==> config.mk <==
export PLATFORM = sky130hd
export DESIGN_NAME = nabp_top_flat
export DESIGN_NICKNAME = d
export VERILOG_FILES = /design/src/rtl/nabp_pkg.sv /design/src/rtl/nabp_if.sv /design/src/rtl/nabp_angle_lut.sv /design/src/rtl/nabp_top.sv /design/src/flat_wrapper.sv
export SDC_FILE = /design/constraint.sdc
export NUM_CORES = 2
export LEC_CHECK = 0
export ABC_AREA = 1
export CAP_MARGIN = 5
export CELL_PAD_IN_SITES_DETAIL_PLACEMENT = 0
export CELL_PAD_IN_SITES_GLOBAL_PLACEMENT = 1
export CORE_ASPECT_RATIO = 0.8
export CORE_MARGIN = 2
export CORE_UTILIZATION = 45
export CTS_BUF_LIST = sky130_fd_sc_hd__clkbuf_8
export CTS_CLUSTER_DIAMETER = 80
export DETAILED_ROUTE_END_ITERATION = 7
export GPL_TIMING_DRIVEN = 0
export PLACE_DENSITY = 0.79
export SYNTH_ARGS = -nofsm -noshare
export SYNTH_HDL_FRONTEND = slang
export SYNTH_HIERARCHICAL = 1
export SYNTH_SLANG_ARGS = --single-unit
==> constraint.sdc <==
create_clock -name clk -period 27.6 [get_ports clk]
set_clock_uncertainty 0.1 [all_clocks]
set_input_delay 8.28 -clock clk [delete_from_list [all_inputs] [get_ports clk]]
set_output_delay 8.28 -clock clk [all_outputs]
set_load 0.1 [all_outputs]
==> src/rtl/nabp_pkg.sv <==
// Shared constants, FSM state encoding and Q1.8 angle tables for the NABP engine.
package nabp_pkg;

  localparam int DATA_W    = 8;
  localparam int N_ANG     = 8;
  localparam int N_PROJ    = 16;
  localparam int IMG       = 8;
  localparam int COEF_W    = 10;
  localparam int DOT_W     = 16;

  localparam int ANG_W     = $clog2(N_ANG);
  localparam int PROJ_W    = $clog2(N_PROJ);
  localparam int IMG_W     = $clog2(IMG);
  localparam int SG_ADDR_W = ANG_W + PROJ_W;
  localparam int IR_ADDR_W = 2 * IMG_W;
  localparam int ACC_W     = DATA_W + ANG_W;

  typedef enum logic [2:0] {
    ST_IDLE,
    ST_CLEAR,
    ST_ADDR,
    ST_WAIT,
    ST_ACC,
    ST_DONE,
    ST_READ,
    ST_RDONE
  } state_t;

  // round(256*cos/sin(k*180/N_ANG deg)), k = 0..N_ANG-1
  localparam logic signed [COEF_W-1:0] COS_TAB [N_ANG] = '{
    10'sd256, 10'sd237, 10'sd181, 10'sd98, 10'sd0, -10'sd98, -10'sd181, -10'sd237
  };
  localparam logic signed [COEF_W-1:0] SIN_TAB [N_ANG] = '{
    10'sd0, 10'sd98, 10'sd181, 10'sd237, 10'sd256, 10'sd237, 10'sd181, 10'sd98
  };

endpackage

==> src/rtl/nabp_if.sv <==
// Sinogram-read and image-readout signal bundle between the NABP engine and its host.
interface nabp_if;
  import nabp_pkg::*;

  logic                 sg_kick;
  logic [DATA_W-1:0]    sg_val;
  logic                 ir_kick;
  logic                 ir_enable;
  logic                 sg_done;
  logic [SG_ADDR_W-1:0] sg_addr;
  logic                 ir_kick_ack;
  logic                 ir_done;
  logic [IR_ADDR_W-1:0] ir_addr;
  logic [ACC_W-1:0]     ir_val;

  modport slave (
    input  sg_kick, sg_val, ir_kick, ir_enable,
    output sg_done, sg_addr, ir_kick_ack, ir_done, ir_addr, ir_val
  );

  modport master (
    output sg_kick, sg_val, ir_kick, ir_enable,
    input  sg_done, sg_addr, ir_kick_ack, ir_done, ir_addr, ir_val
  );

endinterface

==> src/rtl/nabp_angle_lut.sv <==
// Combinational projection-angle lookup: angle index -> signed Q1.8 cos/sin.
module nabp_angle_lut
  import nabp_pkg::*;
(
  input  logic [ANG_W-1:0]         ang,
  output logic signed [COEF_W-1:0] cos_q,
  output logic signed [COEF_W-1:0] sin_q
);

  always_comb begin
    cos_q = COS_TAB[ang];
    sin_q = SIN_TAB[ang];
  end

endmodule

==> src/rtl/nabp_top.sv <==
// NABP engine: clears and accumulates an IMG x IMG backprojection from an external sinogram LUT,
// then streams the image to a host one pixel per enabled cycle.
module nabp_top
  import nabp_pkg::*;
(
  input  logic   clk,
  input  logic   reset_n,
  nabp_if.slave  bus
);

  localparam int NPIX = IMG * IMG;
  localparam logic [IR_ADDR_W-1:0] LAST_PIX = IR_ADDR_W'(NPIX - 1);
  localparam logic [ANG_W-1:0]     LAST_ANG = ANG_W'(N_ANG - 1);

  localparam logic signed [DOT_W-1:0] HALF_IMG  = DOT_W'(IMG / 2);
  localparam logic signed [DOT_W-1:0] HALF_PROJ = DOT_W'(N_PROJ / 2);
  localparam logic signed [DOT_W-1:0] N_PROJ_S  = DOT_W'(N_PROJ);
  localparam logic signed [DOT_W-1:0] Q8_HALF   = DOT_W'(128);

  state_t state, state_nxt;

  logic [IR_ADDR_W-1:0] pix;
  logic [ANG_W-1:0]     ang;
  logic [ACC_W-1:0]     acc [NPIX];

  logic signed [COEF_W-1:0] cos_q, sin_q;
  logic signed [DOT_W-1:0]  xs, ys, cs, ss, dot, bin;
  logic                     bin_ok;

  logic [SG_ADDR_W-1:0] sg_addr_p1;
  logic                 oob_p1;

  logic                 sg_done_q, ir_kick_ack_q, ir_done_q;
  logic [IR_ADDR_W-1:0] ir_addr_q;
  logic [ACC_W-1:0]     ir_val_q;

  // Round-half-up of a Q.8 value to an integer (arithmetic shift floors).
  function automatic logic signed [DOT_W-1:0] round_q8(input logic signed [DOT_W-1:0] v);
    logic signed [DOT_W-1:0] t;
    t = v + Q8_HALF;
    return t >>> 8;
  endfunction

  nabp_angle_lut u_angle_lut (
    .ang   (ang),
    .cos_q (cos_q),
    .sin_q (sin_q)
  );

  // Stage p0: detector bin for the current (angle, pixel), centred on the image and the detector
  always_comb begin
    xs     = $signed(DOT_W'(pix[IMG_W-1:0])) - HALF_IMG;
    ys     = $signed(DOT_W'(pix[IR_ADDR_W-1:IMG_W])) - HALF_IMG;
    cs     = DOT_W'(cos_q);
    ss     = DOT_W'(sin_q);
    dot    = xs * cs + ys * ss;
    bin    = round_q8(dot) + HALF_PROJ;
    bin_ok = !bin[DOT_W-1] && (bin < N_PROJ_S);
  end

  always_ff @(posedge clk or posedge reset_n) begin
    if (reset_n) state <= ST_IDLE;
    else         state <= state_nxt;
  end

  always_comb begin
    state_nxt = state;
    case (state)
      ST_IDLE: begin
        if (bus.sg_kick)      state_nxt = ST_CLEAR;
        else if (bus.ir_kick) state_nxt = ST_READ;
      end
      ST_CLEAR: if (pix == LAST_PIX) state_nxt = ST_ADDR;
      ST_ADDR:  state_nxt = ST_WAIT;
      ST_WAIT:  state_nxt = ST_ACC;
      ST_ACC: begin
        if (pix == LAST_PIX && ang == LAST_ANG) state_nxt = ST_DONE;
        else                                    state_nxt = ST_ADDR;
      end
      ST_DONE:  state_nxt = ST_IDLE;
      ST_READ:  if (bus.ir_enable && pix == LAST_PIX) state_nxt = ST_RDONE;
      ST_RDONE: state_nxt = ST_IDLE;
      default:  state_nxt = ST_IDLE;
    endcase
  end

  // pix doubles as clear index, backprojection pixel and readout index; it wraps to 0 between phases
  always_ff @(posedge clk or posedge reset_n) begin
    if (reset_n) begin
      pix <= '0;
      ang <= '0;
    end else begin
      case (state)
        ST_IDLE: begin
          pix <= '0;
          ang <= '0;
        end
        ST_CLEAR: pix <= pix + 1'b1;
        ST_ACC: begin
          pix <= pix + 1'b1;
          if (pix == LAST_PIX) ang <= ang + 1'b1;
        end
        ST_READ: if (bus.ir_enable) pix <= pix + 1'b1;
        default: ;
      endcase
    end
  end

  // Stage p1: LUT address registered in ADDR; an out-of-range bin leaves sg_addr unchanged
  always_ff @(posedge clk or posedge reset_n) begin
    if (reset_n) begin
      sg_addr_p1 <= '0;
      oob_p1     <= 1'b0;
    end else if (state == ST_ADDR) begin
      oob_p1 <= !bin_ok;
      if (bin_ok) sg_addr_p1 <= {ang, bin[PROJ_W-1:0]};
    end
  end

  // Stage p2: sg_val arrives in ACC, one cycle after the LUT sampled sg_addr during WAIT
  always_ff @(posedge clk or posedge reset_n) begin
    if (reset_n) begin
      for (int i = 0; i < NPIX; i++) acc[i] <= '0;
    end else begin
      case (state)
        ST_CLEAR: acc[pix] <= '0;
        ST_ACC:   if (!oob_p1) acc[pix] <= acc[pix] + ACC_W'(bus.sg_val);
        default: ;
      endcase
    end
  end

  always_ff @(posedge clk or posedge reset_n) begin
    if (reset_n) begin
      sg_done_q     <= 1'b0;
      ir_kick_ack_q <= 1'b0;
      ir_done_q     <= 1'b0;
      ir_addr_q     <= '0;
      ir_val_q      <= '0;
    end else begin
      sg_done_q     <= (state_nxt == ST_DONE);
      ir_kick_ack_q <= (state == ST_IDLE) && (state_nxt == ST_READ);
      ir_done_q     <= (state == ST_RDONE);
      if (state == ST_READ && bus.ir_enable) begin
        ir_addr_q <= pix;
        ir_val_q  <= acc[pix];
      end
    end
  end

  assign bus.sg_done     = sg_done_q;
  assign bus.sg_addr     = sg_addr_p1;
  assign bus.ir_kick_ack = ir_kick_ack_q;
  assign bus.ir_done     = ir_done_q;
  assign bus.ir_addr     = ir_addr_q;
  assign bus.ir_val      = ir_val_q;

endmodule

==> src/flat_wrapper.sv <==
// flat-port wrapper written by rule: the top's interface ports become plain ports
module nabp_top_flat import nabp_pkg::*;
  (clk, reset_n, bus_sg_kick, bus_sg_val, bus_ir_kick, bus_ir_enable, bus_sg_done, bus_sg_addr, bus_ir_kick_ack, bus_ir_done, bus_ir_addr, bus_ir_val);
  nabp_if bus_i ();
  input  logic clk;
  input  logic reset_n;
  input wire logic [$bits(bus_i.sg_kick)-1:0] bus_sg_kick;
  input wire logic [$bits(bus_i.sg_val)-1:0] bus_sg_val;
  input wire logic [$bits(bus_i.ir_kick)-1:0] bus_ir_kick;
  input wire logic [$bits(bus_i.ir_enable)-1:0] bus_ir_enable;
  output wire logic [$bits(bus_i.sg_done)-1:0] bus_sg_done;
  output wire logic [$bits(bus_i.sg_addr)-1:0] bus_sg_addr;
  output wire logic [$bits(bus_i.ir_kick_ack)-1:0] bus_ir_kick_ack;
  output wire logic [$bits(bus_i.ir_done)-1:0] bus_ir_done;
  output wire logic [$bits(bus_i.ir_addr)-1:0] bus_ir_addr;
  output wire logic [$bits(bus_i.ir_val)-1:0] bus_ir_val;
  assign bus_i.sg_kick = bus_sg_kick;
  assign bus_i.sg_val = bus_sg_val;
  assign bus_i.ir_kick = bus_ir_kick;
  assign bus_i.ir_enable = bus_ir_enable;
  assign bus_sg_done = bus_i.sg_done;
  assign bus_sg_addr = bus_i.sg_addr;
  assign bus_ir_kick_ack = bus_i.ir_kick_ack;
  assign bus_ir_done = bus_i.ir_done;
  assign bus_ir_addr = bus_i.ir_addr;
  assign bus_ir_val = bus_i.ir_val;
  nabp_top u_core (.clk(clk), .reset_n(reset_n), .bus(bus_i));
endmodule
# After elaboration in Yosys (flattened, before gate mapping)
# Memory sizes are Yosys's and may differ from the RTL's.
# Cells that the tools add are included.
# totals
ff_bits	744
romBits	160
input_bits	13
output_inout_bits	27
wordCells	148
memories	2
# op_classes
addsub	8
multipliers	2
n_lt_le_gt_ge	4
eq_ne	14
mux	22
n_bitwise	4
reduce_logical	18
# memory_table
name	words	word_bits	read_ports	rd_clocked_by_memory_dff	write_ports	line	text
(no name shown)	8	10	1	0	0	nabp_angle_lut.sv:12	sin_q = SIN_TAB[ang];
(no name shown)	8	10	1	0	0	nabp_angle_lut.sv:11	cos_q = COS_TAB[ang];
# ops
op	count
704-bit one-hot mux with 2 select lines	1
704-bit bitwise AND	1
704-bit bitwise mux	1
704-bit two-way mux	1
704-bit NOT	1
11-bit binary-select mux with 6-bit select	1
11-bit demux with 6-bit select	1
10-bit two-way mux	4
11-bit two-way mux	3
4-bit by 10-bit multiplier with 14-bit output	2
3-bit equality test (second input constant)	7
3-bit one-hot mux with 7 select lines	1
3-bit two-way mux	6
6-bit one-hot mux with 3 select lines	1
16-bit adder	1
16-bit by 9-bit adder with 16-bit output (second input constant)	1
16-bit by 6-bit less-than comparator with 1-bit output (second input constant)	1
11-bit by 8-bit adder with 11-bit output	1
8-bit by 5-bit adder with 9-bit output (second input constant)	1
2-bit AND reduction	4
3-bit by 3-bit subtractor with 4-bit output (second input constant)	2
7-bit >= comparator (second input constant)	1
7-bit by 1-bit less-than comparator with 1-bit output (second input constant)	1
6-bit NOT with 7-bit output	1
other kinds (17)	27

# Longest topological paths before layout
# logic_depth
word_depth	11
ltp_mapped	31
ltp_nobuf	31

# By module
# Netlist, hierarchy kept.
# modules_own_cells
module	instances	cells_per_inst	area_per_inst_um2	seq_area_each_um2
nabp_top	1	4536	37574.8	18617.9
nabp_angle_lut	1	44	250.2	0.0

# Worst setup path after synthesis
# No wires, ideal clock.
# synth_timing
kind	in2reg
from	input bus_sg_val[0]
to	register u_core/acc[197] (netlist bit)
setup_time_ns	0.141
arrival_ns	10.237
required_time_ns	27.359
slack_ns	17.122
stages	14
path_buffers	1
cell_sequence	ha_1 -> inv_1 -> fa_1 -> nand3b_1 -> or2_2 -> o211ai_1 -> nand2_1 -> nand2_1 -> nand2_1 -> nand2_1 -> nand4_4 -> nand2_4 -> buf_4 -> o22ai_1
# synth_between
elab_chain_cells	4
# synth_rtl
element	line	text
start, declared	flat_wrapper.sv:8	input wire logic [$bits(bus_i.sg_val)-1:0] bus_sg_val;
11-bit by 8-bit adder with 11-bit output	nabp_top.sv:127	ST_ACC: if (!oob_p1) acc[pix] <= acc[pix] + ACC_W'(bus.sg_val);
704-bit bitwise mux	nabp_top.sv:127	
704-bit two-way mux	nabp_top.sv:127	
704-bit one-hot mux with 2 select lines	nabp_top.sv:125	case (state)
end signal, assigned by index	nabp_top.sv:127	
end, declared	nabp_top.sv:24	logic [ACC_W-1:0] acc [NPIX];
# Every way passes these cells. The select of a mux whose other input is x is not followed.
# A chain may end at the register's enable or synchronous reset.

# Worst setup path after layout
# layout_timing
from	input bus_sg_val[2]
to	register u_core/acc[491] (netlist bit)
# The elaborated chain is that of the path after synthesis.

==> out/metrics.csv <==
stage,metric,value,unit
timing,fmax,0.0862,GHz
power,Max VDD drop,0.115,mV
final_layout,final net count,4900,
synthesis,synthesized cell area,37800,um2
worst_setup_path,Crit path top cell by count,nand2_1,
drt,DRT iter0 DRCs,6391,
synthesis,post-synthesis mux area share,0,%
synthesis,syn_area_per_cell,8.26,um2
global_routing,first-pass GRT wire length,254000,um
global_routing,initial antenna violation count,8,
drt,Vias per Instance,6.26,
worst_hold_path,hold path start,u_core/bus.sg_addr[4],
cts,PostCTS Resize Cnt,0,
global_routing,largest net degree at the start of global routing,43,
worst_setup_path,crit path launch,bus_sg_val[2],
power,Leak,0.0215,uW
cts,Hold Buf Count CTS,0,
worst_setup_path,R2R Path Start,u_core/pix[0],
synthesis,"FF+latch count, synth",744,
final_layout,share of layout cells above drive strength 1,7.77,%
final_layout,"Design Area, Final",42600,um2
floorplan,Die Area,86400,um2
worst_setup_path,CP cell instances,clkdlybuf4s50_1 -> ha_1 -> nand3_1 -> nand2_1 -> inv_1 -> o221ai_1 -> nand2_1 -> nand2_1 -> clkinv_1 -> nand2_1 -> a21oi_1,
floorplan,die width,328,um
synthesis,xor/xnor share of the synthesized area,0.301,%
timing,final setup TNS,0,ns
timing,Relative slew margins,-4.69,%
drt,ANT nets after route,0,
timing,Hold Fails Final Rpt,0,
timing,setup repair after global routing missed its margin,false,
final_layout,P&R area growth vs syn,12.6,%
synthesis,Async SR Flop Fraction,100,%
final_layout,"commonest non-fill, non-tap cell in the layout",nand2_1,
power,Tot Pwr,5650,uW
timing,Tcrit/Tclk final,42.1,%
worst_setup_path,reg2reg path depth,18,
status,violated checks,"max-capacitance violations, max-slew violations",
drt,DR pass1 iterations,7,
global_routing,vias in the first global route,34800,
worst_setup_path,"slowest stage cell, crit path",o221ai_1,
synthesis,Synth Area in Compound Gates,17.6,%
floorplan,IO Pins,40,
synthesis,sequential cell area fraction in the yosys report,49.2,%
synthesis,largest family of logic cells by synthesized area,simple AND/OR/NAND/NOR gates,
floorplan,core area,83700,um2
cts,Root Driver,clkbuf_8,
drt,WL/cell,30.1,um
worst_setup_path,Critical Path AT,12.17,ns
worst_setup_path,worst-path fanout max,10,
final_layout,most frequent cells in the layout,"nand2_1, dfrtp_1, inv_1, o22ai_1, o21ai_0",
worst_setup_path,"Req. time, crit path",28.17,ns
worst_setup_path,CP bufs+invs,3,
worst_setup_path,largest stage delay on the critical path,0.84,ns
drt,drt drc,0,
timing,Final min period,11.61,ns
timing,Least-Margin Pin Slew,1.57,ns
worst_setup_path,R2R Setup Slk,19.06,ns
synthesis,post-synthesis cell type count,52,
timing,fin. max-slew vios,44,
placed_design,Port Buffers,39,
cts,"Clk pin slew, worst setup/hold paths",0.06,ns
worst_setup_path,critical path type,in -> reg,
final_layout,post-layout util,50.9,%
status,outcome,"complete, but fails checks",
global_routing,total track usage,41.4,%
worst_setup_path,CP endpoint kind,register,
synthesis,synth warn,6,
synthesis,synthesized instance count,4580,
cts,CTS tree,built,
timing,# setup viols final,0,
drt,vias,37500,
drt,final WL,180000,um
power,Pwr Density,133,nW/um2
cts,CTS Buf Count,120,
floorplan,Starting Density,45.2,%
floorplan,FP Rows,95,
cts,Setup Buffers After CTS,0,
worst_setup_path,critical path launch point type,input pin,
cts,CTS Buffer Depth,3,
placed_design,dpl cell area,40100,um2
cts,clk_lat worst skew,0.82,ns
synthesis,"Top FF cell, synth",dfrtp_1,
cts,CTS sink cnt,744,
placed_design,routability congestion estimate,1.00,
floorplan,Die Ht,263,um
global_routing,total global routing overflow,0,
worst_hold_path,HP Class,reg -> reg,
synthesis,syn nets,4714,
placed_design,post-detail-place hpwl,132000,um
worst_setup_path,CP top delay family,simple AND/OR/NAND/NOR gates,
cts,H-tree depth,3,
synthesis,Post-Synth Simple-Gate Area,18.1,%
job,number of max-cap violations,4,
worst_setup_path,worst r2r dst,u_core/acc[491],
worst_hold_path,hold path cells,2,
synthesis,"EDFF count, synth",0,
worst_hold_path,worst hold path endpoint,u_core/bus.sg_addr[4],
synthesis,Adder-Cell Fraction of Synth Area,5.41,%
-- how the worst max path moves through the flow --
| stage | endpoint | slack [ns] | cells after the start |
|---|---|---|---|
| after CTS | u_core/acc[239] | 16.37 | 14 |
| after floorplan | u_core/acc[0] | 9.02 | 1 |
| after detailed placement | u_core/acc[239] | 15.56 | 14 |
| final | u_core/acc[491] | 15.99 | 11 |
| after global placement | u_core/bus.ir_val[2] | 3.96 | 2 |
| after global routing | u_core/acc[525] | 16.04 | 14 |
-- worst reg2reg max path, cell delays in order, from the launching register on --
cell and delay, ns:
dfrtp_1 0.52, inv_2 0.09, buf_4 0.19, buf_4 0.23, nand3_2 0.53, buf_1 1.12, o22ai_1 0.34, o31ai_1 1.08
nand2_1 0.28, nor2_1 0.17, nand2_1 0.30, ha_1 0.52, nand4_1 0.12, o221ai_1 0.87, nand2_1 0.19, nand2_1 0.63
clkinv_1 0.77, nand2_1 0.32, a21oi_1 0.09
-- layer usage --
metal	track usage, %	vias to the layer above	wire [um]
met5	0.334	-	74
li1	-	15500	-
met4	20.0	6	11000
met1	58.0	18400	70300
met3	16.9	632	28900
met2	54.9	2962	69600
-- cells by family after synthesis --
group           after synthesis
simple gates               1686
compound gates             1136
buf+inv                     879
flops                       744
fa+ha+maj                   121
xor+xnor                     13
other cells                   1
-- synth_stat cells (2+ instances only) --
cell	number	share of area (%)
nand4_1	26	0.43
a31oi_1	5	0.083
a221oi_1	26	0.60
o31ai_1	8	0.16
or2_2	4	0.066
a21oi_1	90	1.2
nor2_2	4	0.066
o2111ai_1	24	0.56
clkbuf_1	126	1.3
nand2_1	1246	12
clkinv_1	11	0.11
nand2_2	12	0.20
inv_2	18	0.18
inv_1	591	5.9
buf_1	18	0.18
fa_1	71	3.8
dfrtp_1	744	49
o21ai_1	128	1.7
a22oi_1	44	0.87
nand2_4	2	0.060
xnor2_1	8	0.19
buf_4	30	0.60
xor2_1	5	0.12
nand3b_1	6	0.12
o21ai_0	339	4.5
nor3_2	9	0.24
ha_1	50	1.7
nor2_1	228	2.3
nand3_2	6	0.16
o221ai_1	11	0.25
a22o_1	2	0.046
nand3_4	3	0.14
nand3_1	81	1.1
nor3_1	52	0.69
buf_2	78	1.0
o22ai_1	451	7.5
nor2_4	3	0.089
buf_6	6	0.18
-- flip-flops by register name, summed over array words and instances, names as in the netlist --
register                count
u_core/acc                704
u_core/ang                  3
u_core/bus.ir_addr          6
u_core/bus.ir_done          1
u_core/bus.ir_kick_ack      1
u_core/bus.ir_val          11
u_core/bus.sg_addr          7
u_core/bus.sg_done          1
u_core/oob_p1               1
u_core/pix                  6
u_core/state                3
-- metrics by stage --
stage	worst slack, ns	cells	hold WS (ns)
finish	15.99	5984	0.373
global route	16.04	5980	0.390
CTS	16.37	5978	0.375
detailed placement	15.56	5758	0.359
global placement	3.96	5734	0.357
floorplan	9.02	4580	0.353
-- where the power goes --
part	leakage, uW	switching (uW)	internal [uW]
combinational	0.0132	2770	678
clock	0.00146	479	524
sequential	0.00689	35.3	1160
-- area by class of cell --
type | count | area (um2)
tap | 1115 | 1400
antenna | 5 | 12.5
multi-input combinational | 2957 | 15700
sequential | 744 | 18600
clock buffer | 153 | 2110
inverter | 621 | 2340
fill | 8344 | 41100
timing repair buffer | 64 | 856
buffer | 258 | 1220
clock inverter | 67 | 377
Note: power is estimated with default switching activity, not from simulation.
